--- config.mk ---
export PLATFORM = sky130hd
export DESIGN_NAME = ctrl_pipe
export DESIGN_NICKNAME = d
export VERILOG_FILES = /design/src/rtl/ctrl_pkg.sv /design/src/rtl/ctrl_stage_reg.sv /design/src/rtl/ctrl_pipe.sv
export SDC_FILE = /design/constraint.sdc
export NUM_CORES = 1
export LEC_CHECK = 0
export CAP_MARGIN = 20
export CORE_MARGIN = 5
export CORE_UTILIZATION = 49
export DETAILED_ROUTE_END_ITERATION = 10
export PLACE_DENSITY = 0.84
export SYNTH_ARGS = -nofsm -noshare
export SYNTH_HDL_FRONTEND = slang
export SYNTH_HIERARCHICAL = 1
export SYNTH_SLANG_ARGS = --single-unit
export TNS_END_PERCENT = 5
--- constraint.sdc ---
create_clock -name clk -period 4.7 [get_ports clk]
set_clock_uncertainty 0.15 [all_clocks]
set_input_delay 0.94 -clock clk [delete_from_list [all_inputs] [get_ports clk]]
set_output_delay 0.94 -clock clk [all_outputs]
set_load 0.02 [all_outputs]
--- src/rtl/ctrl_pkg.sv ---
// Shared control-bus definitions for the E/M/W control pipeline of the RV32I core.
package ctrl_pkg;

  localparam int unsigned REG_W = 5;
  localparam int unsigned RES_W = 2;
  localparam int unsigned ALU_W = 3;
  localparam int unsigned F3_W  = 3;

  localparam logic [RES_W-1:0] RES_ALU = 2'b00;
  localparam logic [RES_W-1:0] RES_MEM = 2'b01;
  localparam logic [RES_W-1:0] RES_PC4 = 2'b10;

  localparam logic [ALU_W-1:0] ALU_ADD = 3'b000;
  localparam logic [ALU_W-1:0] ALU_SUB = 3'b001;
  localparam logic [ALU_W-1:0] ALU_AND = 3'b010;
  localparam logic [ALU_W-1:0] ALU_OR  = 3'b011;
  localparam logic [ALU_W-1:0] ALU_SLT = 3'b101;

  localparam logic [F3_W-1:0] F3_BEQ = 3'b000;
  localparam logic [F3_W-1:0] F3_BNE = 3'b001;

  // Only funct3[0] matters downstream of decode, so E keeps just that bit (br_inv).
  typedef struct packed {
    logic             valid;
    logic             reg_write;
    logic [RES_W-1:0] result_src;
    logic             mem_write;
    logic             jump;
    logic             branch;
    logic [ALU_W-1:0] alu_control;
    logic             alu_src;
    logic             br_inv;
    logic [REG_W-1:0] rs1;
    logic [REG_W-1:0] rs2;
    logic [REG_W-1:0] rd;
  } ctrl_e_t;

  typedef struct packed {
    logic             valid;
    logic             reg_write;
    logic [RES_W-1:0] result_src;
    logic             mem_write;
    logic [REG_W-1:0] rd;
  } ctrl_m_t;

  typedef struct packed {
    logic             valid;
    logic             reg_write;
    logic [RES_W-1:0] result_src;
    logic [REG_W-1:0] rd;
  } ctrl_w_t;

  localparam ctrl_e_t BUBBLE_E = '0;
  localparam ctrl_m_t BUBBLE_M = '0;
  localparam ctrl_w_t BUBBLE_W = '0;

  // Redirect decision for the instruction held in Execute.
  function automatic logic redirect(input ctrl_e_t e, input logic zero);
    return e.valid & (e.jump | (e.branch & (zero ^ e.br_inv)));
  endfunction

endpackage

--- src/rtl/ctrl_stage_reg.sv ---
// Generic pipeline register with synchronous reset and synchronous clear-to-bubble.
module ctrl_stage_reg #(
  parameter type T = logic
) (
  input  logic clk,
  input  logic reset,
  input  logic clear,
  input  T     d,
  output T     q
);

  // Bubble encoding is all-zero for every stage struct.
  always_ff @(posedge clk) begin
    if (reset || clear) begin
      q <= '0;
    end else begin
      q <= d;
    end
  end

endmodule

--- src/rtl/ctrl_pipe.sv ---
// Carries the decoded control word through E/M/W, resolves the redirect in Execute
// and counts retired instructions.
module ctrl_pipe
  import ctrl_pkg::*;
#(
  parameter int unsigned CNT_W = 32
) (
  input  logic             clk,
  input  logic             reset,
  input  logic             RegWriteD,
  input  logic [RES_W-1:0] ResultSrcD,
  input  logic             MemWriteD,
  input  logic             JumpD,
  input  logic             BranchD,
  input  logic [ALU_W-1:0] ALUControlD,
  input  logic             ALUSrcD,
  input  logic [F3_W-1:0]  funct3D,
  input  logic [REG_W-1:0] Rs1D,
  input  logic [REG_W-1:0] Rs2D,
  input  logic [REG_W-1:0] RdD,
  input  logic             ValidD,
  input  logic             FlushE,
  input  logic             ZeroE,
  output logic [ALU_W-1:0] ALUControlE,
  output logic             ALUSrcE,
  output logic             ResultSrcE0,
  output logic [REG_W-1:0] Rs1E,
  output logic [REG_W-1:0] Rs2E,
  output logic [REG_W-1:0] RdE,
  output logic             PCSrcE,
  output logic             RegWriteM,
  output logic             MemWriteM,
  output logic [RES_W-1:0] ResultSrcM,
  output logic [REG_W-1:0] RdM,
  output logic             RegWriteW,
  output logic [RES_W-1:0] ResultSrcW,
  output logic [REG_W-1:0] RdW,
  output logic [CNT_W-1:0] RetiredCnt
);

  ctrl_e_t e_d, e_q;
  ctrl_m_t m_d, m_q;
  ctrl_w_t w_d, w_q;
  logic    clear_e;
  logic    unused_f3;

  // funct3[2:1] do not affect branch polarity.
  assign unused_f3 = ^funct3D[2:1];

  // Decode-side word; an invalid slot is squashed exactly like a flush.
  always_comb begin
    e_d             = BUBBLE_E;
    e_d.valid       = ValidD;
    e_d.reg_write   = RegWriteD;
    e_d.result_src  = ResultSrcD;
    e_d.mem_write   = MemWriteD;
    e_d.jump        = JumpD;
    e_d.branch      = BranchD;
    e_d.alu_control = ALUControlD;
    e_d.alu_src     = ALUSrcD;
    e_d.br_inv      = funct3D[0];
    e_d.rs1         = Rs1D;
    e_d.rs2         = Rs2D;
    e_d.rd          = RdD;
  end

  assign clear_e = FlushE | ~ValidD;

  // Write enables are gated by the stage valid bit so bubbles never write.
  always_comb begin
    m_d            = BUBBLE_M;
    m_d.valid      = e_q.valid;
    m_d.reg_write  = e_q.valid & e_q.reg_write;
    m_d.result_src = e_q.result_src;
    m_d.mem_write  = e_q.valid & e_q.mem_write;
    m_d.rd         = e_q.rd;
  end

  always_comb begin
    w_d            = BUBBLE_W;
    w_d.valid      = m_q.valid;
    w_d.reg_write  = m_q.valid & m_q.reg_write;
    w_d.result_src = m_q.result_src;
    w_d.rd         = m_q.rd;
  end

  ctrl_stage_reg #(.T(ctrl_e_t)) u_reg_e (
    .clk   (clk),
    .reset (reset),
    .clear (clear_e),
    .d     (e_d),
    .q     (e_q)
  );

  ctrl_stage_reg #(.T(ctrl_m_t)) u_reg_m (
    .clk   (clk),
    .reset (reset),
    .clear (1'b0),
    .d     (m_d),
    .q     (m_q)
  );

  ctrl_stage_reg #(.T(ctrl_w_t)) u_reg_w (
    .clk   (clk),
    .reset (reset),
    .clear (1'b0),
    .d     (w_d),
    .q     (w_q)
  );

  // Counts every valid instruction leaving W; wraps modulo 2**CNT_W.
  always_ff @(posedge clk) begin
    if (reset) begin
      RetiredCnt <= '0;
    end else if (w_q.valid) begin
      RetiredCnt <= RetiredCnt + CNT_W'(1);
    end
  end

  assign ALUControlE = e_q.alu_control;
  assign ALUSrcE     = e_q.alu_src;
  assign ResultSrcE0 = e_q.result_src[0];
  assign Rs1E        = e_q.rs1;
  assign Rs2E        = e_q.rs2;
  assign RdE         = e_q.rd;
  assign PCSrcE      = redirect(e_q, ZeroE);

  assign RegWriteM   = m_q.reg_write;
  assign MemWriteM   = m_q.mem_write;
  assign ResultSrcM  = m_q.result_src;
  assign RdM         = m_q.rd;

  assign RegWriteW   = w_q.reg_write;
  assign ResultSrcW  = w_q.result_src;
  assign RdW         = w_q.rd;

endmodule
==> impl_metrics.csv <==
group,metric,value,unit
logic_synthesis,synth_flop_cell,"dfxtp_1",
worst_setup_path,slowest_stage,"clkdlybuf4s50_1",
sta,grt_setup_unrepaired,"false",
worst_setup_path,critPathCaptureType,"primary output",
die,coreArea,0.006314,mm^2
worst_setup_path,cpPeakStageDelay,0.61,ns
logic_synthesis,postSynthAreaPerCell,11.11,um^2
clock_tree,clkSlewWorstSetupHoldPaths,0.08,ns
worst_setup_path,start_kind,"primary input",
die,die_w,90.25,um
sta,setup_viol,0,
clock_tree,cts_htree_levels,3,
die,start_util,49.98,%
sta,fin_ws,1.252,ns
clock_tree,cts.sinks,78,
layout,multi_input_area,0.001423,mm^2
global_route,grt_usage,17.15,%
drt,vias_per_cell,5.446,
logic_synthesis,yosysTopAreaCell,"dfxtp_1",
sta,period_share,73.36,%
min_path,hold_path_class,"reg -> reg",
layout,n_fill_cell,513,
place,io_buffers,100,
clock_tree,numCtsBuffers,9,
drt,initialDrtViolationCount,101,
logic_synthesis,yosysSeqAreaShare,49.48,%
clock_tree,cts_tree,"yes",
layout,area_growth,36.32,%
global_route,antenna_found_initial,0,
place,gp_congestion,0.7528,
die,rows,29,
run_status,status,"finished, final reports clean",
logic_synthesis,synth_cell_types,33,
worst_setup_path,crit_type,"in -> out",
die,die-area,0.008145,mm^2
drt,wl_per_cell,15.39,um
clock_tree,clk_latency,0.34,ns
worst_setup_path,critPathTopFamily,"buffers and inverters",
logic_synthesis,yosysTopAreaCellShare,49.48,%
worst_setup_path,path_cells,"clkdlybuf4s50_1, xor2_1, a21oi_1, nor2b_1, clkdlybuf4s50_1",
sta,hold_viol,0,
worst_setup_path,crit_buf_inv,2,
clock_tree,hold_buffers,0,
drt,num_vias,2489,
logic_synthesis,syn_inst,284,
worst_setup_path,cp_max_fo,1,
drt,ant_nets,0,
worst_setup_path,crit_top_cell,"clkdlybuf4s50_1",
logic_synthesis,synth_edf_count,0,
power,power_density,297.6,mW/mm^2
drt,drt_wl_total,7031,um
power,p_total,1.280,mW
logic_synthesis,netlist_area,0.003156,mm^2
clock_tree,cts_root_buffer,"clkbuf_8",
layout,antenna_cells,0,
clock_tree,postCtsResizedCells,0,
logic_synthesis,synthTopCellsByArea,"dfxtp_1 49%, nor3b_2 15%, buf_6 3.9%",
logic_synthesis,yosysWarnings,6,
layout,seqCellArea,0.001562,mm^2
worst_setup_path,worstPathRequired,3.61,ns
die,die_h,90.25,um
sta,setup_tns,0,ns
drt,drcViolationCount,0,
sta,worstMarginPinSlew,1.019,ns
drt,dr.pass1.iters,4,
global_route,grt_max_degree,81,
worst_setup_path,critPathArrivalTime,2.36,ns
place,hpwl,4856,um
sta,slew_headroom,32.10,%
global_route,grt_pass1_vias,2407,
layout,nets,410,
clock_tree,postCtsSetupBuffers,0,
power,vdd.ir_drop.worst,0.2083,mV
global_route,grt_pass1_wl,11490,um
clock_tree,cts.path.max_buffers,2,
logic_synthesis,synth_seq_cells,78,
die,io_pins,103,
flow_run,cap_violations,0,
sta,drv_slew,0,
sta,fin_crit,3.448,ns
sta,max_freq,290.0,MHz
layout,layout-drive-gt1-share,16.05,%
logic_synthesis,synth-async-reset-ratio,0,%
power,p_leak,1.467,nW
global_route,gr-total-overflow,0,
place,dp_worst_setup_slack,1.263,ns
## registers in the layout (all words and copies together), names as in the netlist
signal / flops
u_reg_e/q: 27
u_reg_w/q: 9
RetiredCnt: 32
u_reg_m/q: 10
## metrics by stage
stage | util (%) | cells | cell area, um^2 | hold WS [ns]
after floorplan | - | 285 | 3159 | 0.2908
after global placement | 64.78 | 442 | 4090 | 0.2983
after detailed placement | 64.78 | 442 | 4090 | 0.3138
after CTS | 68.13 | 457 | 4302 | 0.3309
after global routing | 68.13 | 457 | 4302 | 0.3512
final | 68.13 | 457 | 4302 | 0.3233
## final cells by class
cell class,instances,area share [%]
timing repair buffer,101,23.39
sequential,78,36.30
inverter,1,0.08726
tap,77,2.240
clock inverter,6,2.036
clock buffer,9,2.880
multi-input combinational,185,33.07
## power breakdown
group / internal [mW] / switching [mW] / leakage (nW)
clock: 0.296 / 0.238 / 0.109
combinational: 0.0403 / 0.0360 / 0.727
sequential: 0.667 / 0.00239 / 0.630
total: 1.00 / 0.277 / 1.47
## routing by layer
layer  vias up  GRT usage, %  part of all wire, %
met5         -             0                    0
met3         9         6.667                  9.9
li1       1213             -                    -
met2        94         28.48                   50
met4         0         7.940                  1.5
met1      1173         19.29                   38
## synth_stat cells (3+ instances only)
cell	number
and3_1	6
nor3b_1	7
nor2b_1	3
xor2_1	12
nand4_1	11
a21oi_1	18
nand3_1	9
nor2_1	15
or4_1	11
o31ai_1	11
or3_1	6
nor3b_2	39
nand2_1	9
clkbuf_1	6
dfxtp_1	78
o21ai_0	6
and2_1	6
buf_6	11
## worst register-to-register path, stage by stage, from the launching register on
cell and delay, ns:
dfxtp_1 0.42, and3_1 0.40, nand4_4 0.40, nor4_1 0.47, mux2_1 0.35
## cells in the final DEF, fill, tap and decap left out, drive strengths merged, types with 2 or more instances in the layout
cell type	Yosys	layout
clkinv	0	4
or4	11	11
and2	6	6
nor2b	3	3
dfxtp	78	78
nor2	15	15
buf	15	2
clkbuf	6	9
nor3b	46	46
or3	6	6
mux2	2	2
a21oi	18	18
o21ai	6	6
and3	6	6
nor4	2	2
nand3	9	9
o31ai	11	11
clkdlybuf4s50	0	99
bufinv	0	2
nand4	13	13
xor2	12	12
nand2	10	10
conb	1	2
and4	3	3
## logic make-up (layout without fill, tap and decap cells)
family,after synthesis,count (layout),share of synthesized area [%]
and+or+nand+nor,131,131,33.39
DFF,78,78,49.48
AOI/OAI and AO/OA,35,35,6.424
buffers and inverters,22,117,5.551
xor gates and xnor gates,13,13,3.608
muxes,3,3,1.031
adders and majority gates,1,1,0.3964
other,1,2,0.1188
## path summary, 6_finish.rpt
path / depth (start not counted) / endpoint / slack [ns] / start
setup / recovery: 5 / PCSrcE / 1.25 / ZeroE
hold reg to reg: 1 / u_reg_m/q[7] / 0.32 / u_reg_e/q[24]
hold / removal: 1 / u_reg_m/q[7] / 0.32 / u_reg_e/q[24]
setup reg to reg: 4 / RetiredCnt[30] / 2.40 / RetiredCnt[5]
Note: power is estimated with default switching activity, not from simulation.
